$ cat src/rtl/breakout_pkg.sv
// Shared constants for the breakout design: game-state encodings, screen size,
// RGB565 colours, brick-wall geometry defaults and the collision-scan state type.
package breakout_pkg;

    localparam logic [1:0] ST_IDLE = 2'b00;
    localparam logic [1:0] ST_PLAY = 2'b01;
    localparam logic [1:0] ST_WIN  = 2'b10;
    localparam logic [1:0] ST_LOSE = 2'b11;

    localparam int H_VALID = 640;
    localparam int V_VALID = 480;

    localparam logic [15:0] RGB_BLACK  = 16'h0000;
    localparam logic [15:0] RGB_RED    = 16'hF800;
    localparam logic [15:0] RGB_YELLOW = 16'hFFE0;
    localparam logic [15:0] RGB_WHITE  = 16'hFFFF;

    localparam int BALL_RADIUS_DEF = 5;
    localparam int BRICK_TOP_DEF   = 40;
    localparam int BRICK_W_DEF     = 64;
    localparam int BRICK_H_DEF     = 16;
    localparam int BRICK_GAP_DEF   = 1;

    localparam int NUM_BRICKS = 50;
    localparam int ROWS       = 5;
    localparam int COLS       = 10;

    typedef enum logic [1:0] {
        SCAN_IDLE,
        SCAN_RUN,
        SCAN_HIT
    } scan_state_e;

endpackage

$ cat src/rtl/brick_hit_test.sv
// Combinational test of one brick cell against the ball centre, using the
// brick rectangle grown by the ball radius on every side.
module brick_hit_test
    import breakout_pkg::*;
#(
    parameter int BALL_RADIUS = BALL_RADIUS_DEF,
    parameter int BRICK_TOP   = BRICK_TOP_DEF,
    parameter int BRICK_W     = BRICK_W_DEF,
    parameter int BRICK_H     = BRICK_H_DEF,
    parameter int BRICK_GAP   = BRICK_GAP_DEF
) (
    input  logic [2:0] i_row,
    input  logic [3:0] i_col,
    input  logic [9:0] i_sx,
    input  logic [9:0] i_sy,
    output logic       o_hit
);

    logic [10:0] w_x0, w_x1, w_y0, w_y1;
    logic [10:0] w_sx, w_sy, w_rad;

    // 11 bits keeps ball+radius and edge+radius free of wrap for any 10-bit input.
    assign w_rad = 11'(BALL_RADIUS);
    assign w_sx  = 11'(i_sx);
    assign w_sy  = 11'(i_sy);
    assign w_x0  = 11'(i_col) * 11'(BRICK_W) + 11'(BRICK_GAP);
    assign w_x1  = (11'(i_col) + 11'd1) * 11'(BRICK_W) - 11'd1 - 11'(BRICK_GAP);
    assign w_y0  = 11'(BRICK_TOP) + 11'(i_row) * 11'(BRICK_H) + 11'(BRICK_GAP);
    assign w_y1  = 11'(BRICK_TOP) + (11'(i_row) + 11'd1) * 11'(BRICK_H) - 11'd1 - 11'(BRICK_GAP);

    assign o_hit = (w_sx + w_rad >= w_x0) && (w_sx <= w_x1 + w_rad) &&
                   (w_sy + w_rad >= w_y0) && (w_sy <= w_y1 + w_rad);

endmodule

$ cat src/rtl/brick_field_ctrl.sv
// 5x10 brick wall: alive mask, one-brick-per-clock collision scan, hit count,
// win flag and brick pixel colour. Define BRICK_HARD_ROW_EN for two-hit row 0.
module brick_field_ctrl
    import breakout_pkg::*;
#(
    parameter int          BALL_RADIUS = BALL_RADIUS_DEF,
    parameter int          BRICK_TOP   = BRICK_TOP_DEF,
    parameter int          BRICK_W     = BRICK_W_DEF,
    parameter int          BRICK_H     = BRICK_H_DEF,
    parameter int          BRICK_GAP   = BRICK_GAP_DEF,
    parameter logic [15:0] BRICK_COLOR = RGB_RED,
    parameter logic [15:0] HARD_COLOR  = RGB_YELLOW
) (
    input  logic        i_vga_clk,
    input  logic        i_sys_rst,
    input  logic [1:0]  i_game_state,
    input  logic        i_game_reset,
    input  logic [9:0]  i_ball_x,
    input  logic [9:0]  i_ball_y,
    input  logic [9:0]  i_pix_x,
    input  logic [9:0]  i_pix_y,
    output logic [49:0] o_brick_collision,
    output logic [49:0] o_brick_alive,
    output logic [5:0]  o_hit_count,
    output logic        o_win_sig,
    output logic [15:0] o_pix_data
);

    scan_state_e r_state, w_next;
    logic [9:0]  r_ball_x_q, r_ball_y_q, r_sx, r_sy;
    logic [2:0]  r_row;
    logic [3:0]  r_col;
    logic [5:0]  r_k;
    logic        r_pending;
    logic [49:0] r_alive, r_collision;
    logic [5:0]  r_hit_count;
    logic        r_win;
`ifdef BRICK_HARD_ROW_EN
    logic [9:0]  r_hard;
`endif

    logic w_play, w_move, w_hit, w_take;

    assign w_play = (i_game_state == ST_PLAY);
    assign w_move = (i_ball_x != r_ball_x_q) || (i_ball_y != r_ball_y_q);
    assign w_take = (r_state == SCAN_RUN) && w_play && w_hit && r_alive[r_k];

    brick_hit_test #(
        .BALL_RADIUS (BALL_RADIUS),
        .BRICK_TOP   (BRICK_TOP),
        .BRICK_W     (BRICK_W),
        .BRICK_H     (BRICK_H),
        .BRICK_GAP   (BRICK_GAP)
    ) u_hit_test (
        .i_row (r_row),
        .i_col (r_col),
        .i_sx  (r_sx),
        .i_sy  (r_sy),
        .o_hit (w_hit)
    );

    always_ff @(posedge i_vga_clk or posedge i_sys_rst) begin
        if (i_sys_rst) r_state <= SCAN_IDLE;
        else           r_state <= w_next;
    end

    always_comb begin
        w_next = r_state;
        case (r_state)
            SCAN_IDLE: if ((w_move || r_pending) && w_play) w_next = SCAN_RUN;
            SCAN_RUN: begin
                if (!w_play)                            w_next = SCAN_IDLE;
                else if (w_take)                        w_next = SCAN_HIT;
                else if (r_k == 6'(NUM_BRICKS - 1))     w_next = SCAN_IDLE;
            end
            SCAN_HIT:  w_next = SCAN_IDLE;
            default:   w_next = SCAN_IDLE;
        endcase
        if (i_game_reset) w_next = SCAN_IDLE;
    end

    // The collision pulse and the alive/count update share the edge that leaves SCAN
    // for HIT, so a game_reset sampled on that edge suppresses the whole hit.
    always_ff @(posedge i_vga_clk or posedge i_sys_rst) begin
        if (i_sys_rst) begin
            r_ball_x_q  <= '0;
            r_ball_y_q  <= '0;
            r_sx        <= '0;
            r_sy        <= '0;
            r_row       <= '0;
            r_col       <= '0;
            r_k         <= '0;
            r_pending   <= 1'b0;
            r_alive     <= '1;
            r_collision <= '0;
            r_hit_count <= '0;
            r_win       <= 1'b0;
`ifdef BRICK_HARD_ROW_EN
            r_hard      <= '1;
`endif
        end else begin
            r_ball_x_q  <= i_ball_x;
            r_ball_y_q  <= i_ball_y;
            r_collision <= '0;
            if (i_game_reset) begin
                r_alive     <= '1;
                r_hit_count <= '0;
                r_pending   <= 1'b0;
                r_win       <= 1'b0;
`ifdef BRICK_HARD_ROW_EN
                r_hard      <= '1;
`endif
            end else begin
                r_win <= (r_alive == '0);
                if (r_state == SCAN_IDLE && w_next == SCAN_RUN) begin
                    r_pending <= 1'b0;
                    r_row     <= '0;
                    r_col     <= '0;
                    r_k       <= '0;
                    r_sx      <= i_ball_x;
                    r_sy      <= i_ball_y;
                end else if (r_state == SCAN_RUN && !w_play) begin
                    r_pending <= 1'b0;
                end else if (r_state != SCAN_IDLE && w_move) begin
                    r_pending <= 1'b1;
                end

                if (r_state == SCAN_RUN && w_next == SCAN_RUN) begin
                    r_k <= r_k + 6'd1;
                    if (r_col == 4'(COLS - 1)) begin
                        r_col <= '0;
                        r_row <= r_row + 3'd1;
                    end else begin
                        r_col <= r_col + 4'd1;
                    end
                end

                if (w_take) begin
                    r_collision <= 50'd1 << r_k;
`ifdef BRICK_HARD_ROW_EN
                    if (r_k < 6'(COLS) && r_hard[r_k[3:0]]) begin
                        r_hard[r_k[3:0]] <= 1'b0;
                    end else begin
                        r_alive[r_k] <= 1'b0;
                        if (r_hit_count < 6'(NUM_BRICKS)) r_hit_count <= r_hit_count + 6'd1;
                    end
`else
                    r_alive[r_k] <= 1'b0;
                    if (r_hit_count < 6'(NUM_BRICKS)) r_hit_count <= r_hit_count + 6'd1;
`endif
                end
            end
        end
    end

    logic [10:0] w_rel_y;
    logic [2:0]  w_pix_row;
    logic [3:0]  w_pix_col;
    logic [5:0]  w_pix_k;
    logic        w_in_rows, w_in_cols, w_in_inset, w_hard_px;

    assign w_rel_y    = 11'(i_pix_y) - 11'(BRICK_TOP);
    assign w_in_rows  = (11'(i_pix_y) >= 11'(BRICK_TOP)) && (w_rel_y < 11'(ROWS * BRICK_H));
    assign w_pix_row  = w_rel_y[6:4];
    assign w_pix_col  = i_pix_x[9:6];
    assign w_in_cols  = (w_pix_col < 4'(COLS));
    assign w_in_inset = (i_pix_x[5:0] >= 6'(BRICK_GAP)) && (i_pix_x[5:0] <= 6'(BRICK_W - 1 - BRICK_GAP)) &&
                        (w_rel_y[3:0] >= 4'(BRICK_GAP)) && (w_rel_y[3:0] <= 4'(BRICK_H - 1 - BRICK_GAP));
    assign w_pix_k    = 6'(w_pix_row) * 6'(COLS) + 6'(w_pix_col);
`ifdef BRICK_HARD_ROW_EN
    assign w_hard_px  = (w_pix_row == 3'd0) && r_hard[w_pix_col];
`else
    assign w_hard_px  = 1'b0;
`endif

    always_comb begin
        o_pix_data = RGB_BLACK;
        if (w_play && w_in_rows && w_in_cols && w_in_inset && r_alive[w_pix_k])
            o_pix_data = w_hard_px ? HARD_COLOR : BRICK_COLOR;
    end

    assign o_brick_collision = r_collision;
    assign o_brick_alive     = r_alive;
    assign o_hit_count       = r_hit_count;
    assign o_win_sig         = r_win;

endmodule

$ cat config.mk
export PLATFORM = sky130hd
export DESIGN_NAME = brick_field_ctrl
export DESIGN_NICKNAME = d
export VERILOG_FILES = /design/src/rtl/breakout_pkg.sv /design/src/rtl/brick_hit_test.sv /design/src/rtl/brick_field_ctrl.sv
export SDC_FILE = /design/constraint.sdc
export NUM_CORES = 1
export LEC_CHECK = 0
export CAP_MARGIN = 20
export CORE_ASPECT_RATIO = 1.5
export CORE_MARGIN = 2
export CORE_UTILIZATION = 55
export DETAILED_ROUTE_END_ITERATION = 10
export PLACE_DENSITY = 0.85
export SYNTH_ARGS = -nofsm -noshare
export SYNTH_HDL_FRONTEND = slang
export SYNTH_HIERARCHICAL = 1
export SYNTH_SLANG_ARGS = --single-unit
$ cat constraint.sdc
create_clock -name i_vga_clk -period 7.61 [get_ports i_vga_clk]
set_clock_uncertainty 0.1 [all_clocks]
set_input_delay 0.761 -clock i_vga_clk [delete_from_list [all_inputs] [get_ports i_vga_clk]]
set_output_delay 0.761 -clock i_vga_clk [all_outputs]
set_load 0.05 [all_outputs]
==> results by group, run 1 <==
STA
  • RSZ-0062 raised after global routing: false
  • Hold violation count in the final report: 0
  • Fraction of the cycle the final worst path needs: between 70% and 80%
  • Final number of setup-violating endpoints: 0
  • Max-slew headroom: between 30% and 40%
  • Tmin final: 5850 ps
  • TNS Setup: 0 ps
  • Highest Clock Rate: approximately 170 MHz
  • Pin slew with the least headroom to its limit: ~940 ps
  • Number of pins exceeding their max-slew limit in the final report: 0

Clock network
  • Clock network latency to the later pin of the worst-skew pair: about 440 ps
  • Number of levels the H-tree was split into: 4
  • Post-CTS setup repair buffer count: 0
  • TritonCTS buffer count: 17
  • Clock sink count: ~160
  • Hold-fix buffers at CTS: 0
  • CTS clock-pin slew for the worst setup and hold paths: 80 ps
  • Root buf cell: clkbuf_16
  • Count of instances resized after the clock tree is built: 0
  • TritonCTS clock tree: done
  • Largest buffer count on any clock path: 2

Floorplan
  • Area of the placeable core: 15,700 um2
  • Number of placement rows: between 50 and 60
  • Initial standard-cell utilization of the core: a little under three fifths
  • Die W: ~110 um
  • Die outline area: around 17,000 um2
  • Die Ht: between 150 and 200 um
  • Ports placed on the boundary: ~170

Worst setup path
  • Worst path arrival time: around 5000 ps
  • Worst reg2reg path endpoint: o_brick_alive[39]$_DFFE_PP1P_
  • Worst Path Class, Setup: input port to output port
  • Required time at the worst-slack endpoint: a little under 7000 ps
  • Nature of the critical path endpoint: output port
  • Reg-to-reg startpoint: r_sy[2]$_DFFE_PP0P_
  • Crit start category: input port
  • Largest fanout of any net on the critical path: 5
  • Register-to-register setup slack: about 3200 ps
  • Path depth of the worst reg2reg path: 12
  • Capture point of the critical path: o_pix_data[14]
  • Critical path startpoint: i_pix_y[4]

Final layout
  • Area used by multi-input combinational logic: 4220 um2
  • Count of non-filler cells in the finished layout: 1,161
  • P&R area growth vs syn: 24.7%
  • Footprint of the flip-flops and latches: 4140 um2
  • Number of filler cells placed in the layout: about 1,100
  • Antenna cell count: 0
  • Fraction of layout cells with a size suffix above 1: 16.3%
  • Total number of nets in the final design: 1,032

Synthesis
  • Portion of the post-synthesis area used by sequential elements: 46.8%
  • Top-count cell post-synth: dfrtp_1
  • Share of flip-flops with an asynchronous set or reset: 100%
  • List of most frequent post-synthesis cells: dfrtp_1 (113), nor2_1 (92), dfstp_2 (50)
  • Mapped Area: 8840 um2
  • Number of standard cells after synthesis: between 800 and 900
  • Mean post-synth cell area: about 11 um2
  • Largest area contributor in the netlist: dfrtp_1
  • Number of storage elements in the synthesis netlist: 163
  • Top-area cell type share of the netlist area: about a third
  • Yosys synthesis warning count: 6
  • Number of enable flip-flop cells after synthesis: 0
  • Most common flop cell mapped by yosys: dfrtp_1
  • Main area contributors after synthesis: dfrtp_1 (32%), dfstp_2 (15%), ha_1 (5.8%)
  • Number of different library cells in the post-synthesis netlist: 90

Global routing
  • Via count of the first global-routing pass: around 7,000
  • Maximum number of pins on one net before global-route repair: 110
  • Antenna violations before repair: 0
  • Total Routing Usage GR: approximately 28%
  • First-pass GRT wire length: between 30,000 and 40,000 um
  • Total grt overflow: 0

Placement
  • Routability-driven placement congestion ratio: around 0.94
  • IO Port Bufs: 156
  • Count of placed standard cells including taps: between 1,000 and 1,500
  • Post-detailed-placement half-perimeter wirelength: between 15,000 and 20,000 um

Route
  • Remaining antenna violation count after routing: 0
  • First drt pass iteration count: 6
  • Detailed-route vias per instance: 6.17
  • Via Count: 7,164
  • DRT Wirelength: ~23,000 um
  • Post-route DRC: 0
  • DRC marker count from the first detailed-route iteration: about 520
  • Mean routed wirelength per cell: 20.0 um

Flow run
  • Number of max-cap violations: 0

Power
  • Static Leakage: 4.54 nW
  • Switching power share of the total: 30.8%
  • Max VDD drop: around 190 uV
  • Switching power summed over all nets: a little under 0.7 mW
  • Power per Cell Area: roughly 200 nW/um2
  • Internal power: approximately 1.5 mW
  • Clock power share: 40.5%
  • Sequential power share: between 40% and 50%
  • Logic pwr share: between 15 and 20%

Worst hold path
  • Start point of the worst min-delay path: o_brick_alive[22]$_DFFE_PP1P_
  • Worst hold path class: flip-flop to flip-flop

Outcome
  • Run status: complete, no violations
[metrics by stage]
| step | hold slack (ps) | util [%] | setup WS, ps | power, mW | cell area [um2] |
|---|---|---|---|---|---|
| floorplan | 403 | - | 446 | 1.22 | 8880 |
| global placement | 410 | 66.1 | 1560 | 1.30 | 10400 |
| detailed placement | 413 | 66.1 | 1340 | 1.31 | 10400 |
| CTS | 420 | 70.2 | 1330 | 2.20 | 11000 |
| global route | 434 | 70.3 | 1580 | 2.29 | 11000 |
| finish | 424 | 70.3 | 1760 | 2.19 | 11000 |
[sequential cells by signal (all words and copies together) (netlist names), 6 cells and up]
signal / cells
o_brick_alive: 50
o_brick_collision: 50
o_hit_count: 6
r_ball_x_q: 10
r_ball_y_q: 10
r_k: 6
r_sx: 10
r_sy: 10
[power by group through the flow]
stage                     registers (mW)  clock network [mW]  logic, mW
after global placement             0.956                   0      0.343
after detailed placement           0.958                   0      0.355
after floorplan                    0.945                   0      0.280
after global routing               0.948               0.941      0.400
after CTS                          0.943               0.903      0.359
final                              0.943               0.889      0.360
[worst max-delay path: stages]
cell,delay [ps]
clkdlybuf4s50_1,420
o21ai_0,350
xor2_1,310
ha_1,290
ha_1,310
nor2b_1,140
o21ai_0,170
xor3_1,310
mux2_2,240
a32o_1,160
nor2_1,50
a2111oi_0,390
dlymetal6s2s_1,240
clkdlybuf4s50_1,840
[layout by cell type, fill, tap and decap left out, types with 5 or more instances in the layout]
cell type and n:
a21oi_1 33, a31oi_1 20, and3_1 8, buf_4 6, clkbuf_16 17, clkdlybuf4s50_1 155, clkinv_8 5, conb_1 11
dfrtp_1 113, dfstp_2 50, ha_1 41, inv_1 39, inv_12 5, mux2_2 27, mux2i_1 12, mux4_1 5
mux4_2 14, nand2_1 37, nand2b_1 7, nand3_1 23, nand4_1 10, nor2_1 92, nor2b_1 11, nor3_1 15
nor3b_1 5, nor4_1 32, o21ai_0 14, o22a_1 14, xnor2_1 13, xor2_1 26
[cell families (layout without fill, tap and decap cells)]
group	count (synthesis)	after routing	synth area share, %
and+or+nand+nor	268	268	15.8
DFF	163	163	46.8
AOI/OAI and AO/OA	137	137	11.0
buffers and inverters	95	237	5.91
muxes	60	60	10.2
adders and majority gates	42	42	6.03
xor gates and xnor gates	40	40	4.13
other	1	11	0.0424
[worst min path at each step]
stage,endpoint,slack (ps),cells after the start
6_report,o_brick_alive[22]$_DFFE_PP1P_,420,2
5_1_grt,o_brick_alive[22]$_DFFE_PP1P_,430,2
4_1_cts,o_brick_alive[22]$_DFFE_PP1P_,420,2
3_5_place_dp,o_brick_alive[22]$_DFFE_PP1P_,410,2
3_3_place_gp,o_brick_alive[21]$_DFFE_PP1P_,410,2
2_1_floorplan,r_sx[3]$_DFFE_PP0P_,400,1
[layer usage]
metal  GRT usage [%]  wire (um)  up-vias
met1            31.7       7980     3443
met3            4.58       1740      122
met5               0          0        -
met4            16.4       1440        0
li1                -          -     3191
met2            48.5      12100      408
[final cells by class]
class                           instances  share of cell area, %
Clock buffer                           17                   3.86
Clock inverter                         15                   1.92
Inverter                               42                   1.50
Multi-Input combinational cell        558                   38.2
Sequential cell                       163                   37.6
Tap cell                              203                   2.30
Timing Repair Buffer                  163                   14.6
Note: power is estimated with default switching activity, not from simulation.
==> inputs of run 2 (changes only) <==
Settings changed: CORE_UTILIZATION 55 to 48, PLACE_DENSITY 0.85 to 0.79.
Clock period 7.61 ns to 5.15 ns, I/O delays scaled along.
==> results by group, run 2 (synthesis results as in run 1) <==
Clock network
  • Hold-fix buffers at CTS: 0
  • CTS clock-pin slew for the worst setup and hold paths: about 70 ps
  • Clock sink count: around 160
  • TritonCTS buffer count: 17
  • Largest buffer count on any clock path: 2
  • Clock network latency to the later pin of the worst-skew pair: between 400 and 500 ps
  • Count of instances resized after the clock tree is built: 0
  • Post-CTS setup repair buffer count: 0
  • Number of levels the H-tree was split into: 4
  • Root buf cell: clkbuf_16
  • TritonCTS clock tree: done

Route
  • Remaining antenna violation count after routing: 0
  • DRT Wirelength: 23,400 um
  • Detailed-route vias per instance: just under 6
  • Post-route DRC: 0
  • Via Count: 7,006
  • DRC marker count from the first detailed-route iteration: around 420
  • Mean routed wirelength per cell: roughly 20 um
  • First drt pass iteration count: 5

STA
  • Tmin final: about 4600 ps
  • Pin slew with the least headroom to its limit: 1080 ps
  • Hold violation count in the final report: 0
  • Post-route worst hold slack: approximately 330 ps
  • RSZ-0062 raised after global routing: false
  • Number of pins exceeding their max-slew limit in the final report: 0
  • Fraction of the cycle the final worst path needs: around 90%
  • Final number of setup-violating endpoints: 0
  • TNS Setup: 0 ps
  • Highest Clock Rate: roughly 220 MHz
  • Max-slew headroom: about 28%
  • Setup slack after layout: around 550 ps

Worst setup path
  • Path depth of the worst reg2reg path: 12
  • Worst reg2reg path endpoint: o_brick_alive[32]$_DFFE_PP1P_
  • Crit start category: input port
  • Worst path arrival time: around 4000 ps
  • Critical path startpoint: i_pix_y[4]
  • Worst Path Class, Setup: input port to output port
  • Nature of the critical path endpoint: output port
  • Reg-to-reg startpoint: r_sy[0]$_DFFE_PP0P_
  • Register-to-register setup slack: about 1000 ps
  • Required time at the worst-slack endpoint: approximately 4500 ps
  • Largest fanout of any net on the critical path: 5

Placement
  • Routability-driven placement congestion ratio: around 0.91
  • IO Port Bufs: between 150 and 200
  • Count of placed standard cells including taps: approximately 1,100
  • Post-detailed-placement half-perimeter wirelength: 17,000 um
  • Pre-CTS setup slack: roughly 560 ps

Final layout
  • Most common library cell in the layout ignoring fill and taps: clkdlybuf4s50_1
  • Antenna cell count: 0
  • P&R area growth vs syn: 25.8%
  • Leading cell types in the layout, fill and taps excluded: clkdlybuf4s50_1 (150), dfrtp_1 (113), nor2_1 (92), dfstp_2 (50), ha_1 (41)
  • Number of filler cells placed in the layout: approximately 1,500
  • Count of non-filler cells in the finished layout: between 1,000 and 1,500
  • Total number of nets in the final design: slightly above 1,000
  • Fraction of layout cells with a size suffix above 1: about 17%

Global routing
  • Antenna violations before repair: 0
  • Maximum number of pins on one net before global-route repair: 80
  • First-pass GRT wire length: about 38,000 um
  • Total Routing Usage GR: between 20% and 30%
  • Via count of the first global-routing pass: 7,167
  • Total grt overflow: 0

Power
  • Power per Cell Area: slightly below 300 nW/um2
  • Power after layout: ~3.3 mW
  • Static Leakage: 4.56 nW
  • Max VDD drop: 268 uV

Worst hold path
  • End of the worst hold path: o_brick_alive[37]$_DFFE_PP1P_
  • Worst hold path class: input port to flip-flop
  • Hold Path Stages: 3
  • Start point of the worst min-delay path: i_game_reset

Floorplan
  • Number of placement rows: 60
  • Die outline area: approximately 20,000 um2
  • Die Ht: 170 um
  • Initial standard-cell utilization of the core: 49.1%
  • Area of the placeable core: 18,000 um2
  • Die W: between 100 and 150 um
  • Ports placed on the boundary: ~170

Outcome
  • Run status: complete, no violations

Flow run
  • Number of max-cap violations: 0
## run 2: changes by cell type in the layout (fill, tap and decap cells not counted), sizes merged
cell and delta:
clkinvlp +1, clkdlybuf4s50 -5, inv -2, bufinv +1, buf +9, dlymetal6s2s -1
## run 2: final cells by class
class	count	area, um2	area share (%)
Clock buffer	17	425	3.82
Clock inverter	15	206	1.86
Inverter	42	165	1.48
Multi-Input combinational cell	558	4220	37.9
Sequential cell	163	4140	37.2
Tap cell	217	272	2.44
Timing Repair Buffer	166	1690	15.2
## run 2: worst max path at each step
stage	endpoint	slack [ps]	cells past startpoint
6_report	o_pix_data[15]	550	14
5_1_grt	o_pix_data[14]	340	13
4_1_cts	o_pix_data[15]	540	14
3_5_place_dp	o_pix_data[15]	560	14
3_3_place_gp	o_pix_data[11]	630	14
2_1_floorplan	o_brick_collision[0]$_DFF_PP0_	210	1
## run 2: power by group
part	switching (mW)	total (mW)	internal, mW
registers	0.0783	1.41	1.33
logic	0.290	0.527	0.237
clock network	0.618	1.33	0.710
## run 2: through the flow
stage,utilization (%),instance area [um2]
2_1_floorplan,-,8890
3_3_place_gp,58.1,10500
3_5_place_dp,58.1,10500
4_1_cts,61.6,11100
5_1_grt,61.8,11100
6_report,61.8,11100
## run 2: critical path, cell delays in order
cell and delay [ps]:
clkdlybuf4s50_1 410, o21ai_0 320, xor2_1 310, ha_1 290
ha_1 320, nor2b_1 140, o21ai_0 170, xor3_1 310
mux2_2 250, a32o_1 160, nor2_1 50, a2111oi_2 330
buf_4 250, buf_12 150
## run 2: layer usage
metal | share of wire [%] | vias up | track usage [%]
met2 | 54 | 306 | 44.5
met1 | 36 | 3431 | 27.1
met5 | 0 | - | 0
met4 | 4.6 | 0 | 12.6
met3 | 6.0 | 76 | 4.84
li1 | - | 3193 | -
==> inputs of run 3 (changes only) <==
Settings changed: CTS_BUF_LIST set to sky130_fd_sc_hd__clkbuf_8 sky130_fd_sc_hd__clkbuf_16.
==> results of run 3 <==
Same layout as run 2: the final DEF is identical, and so are final timing and power.
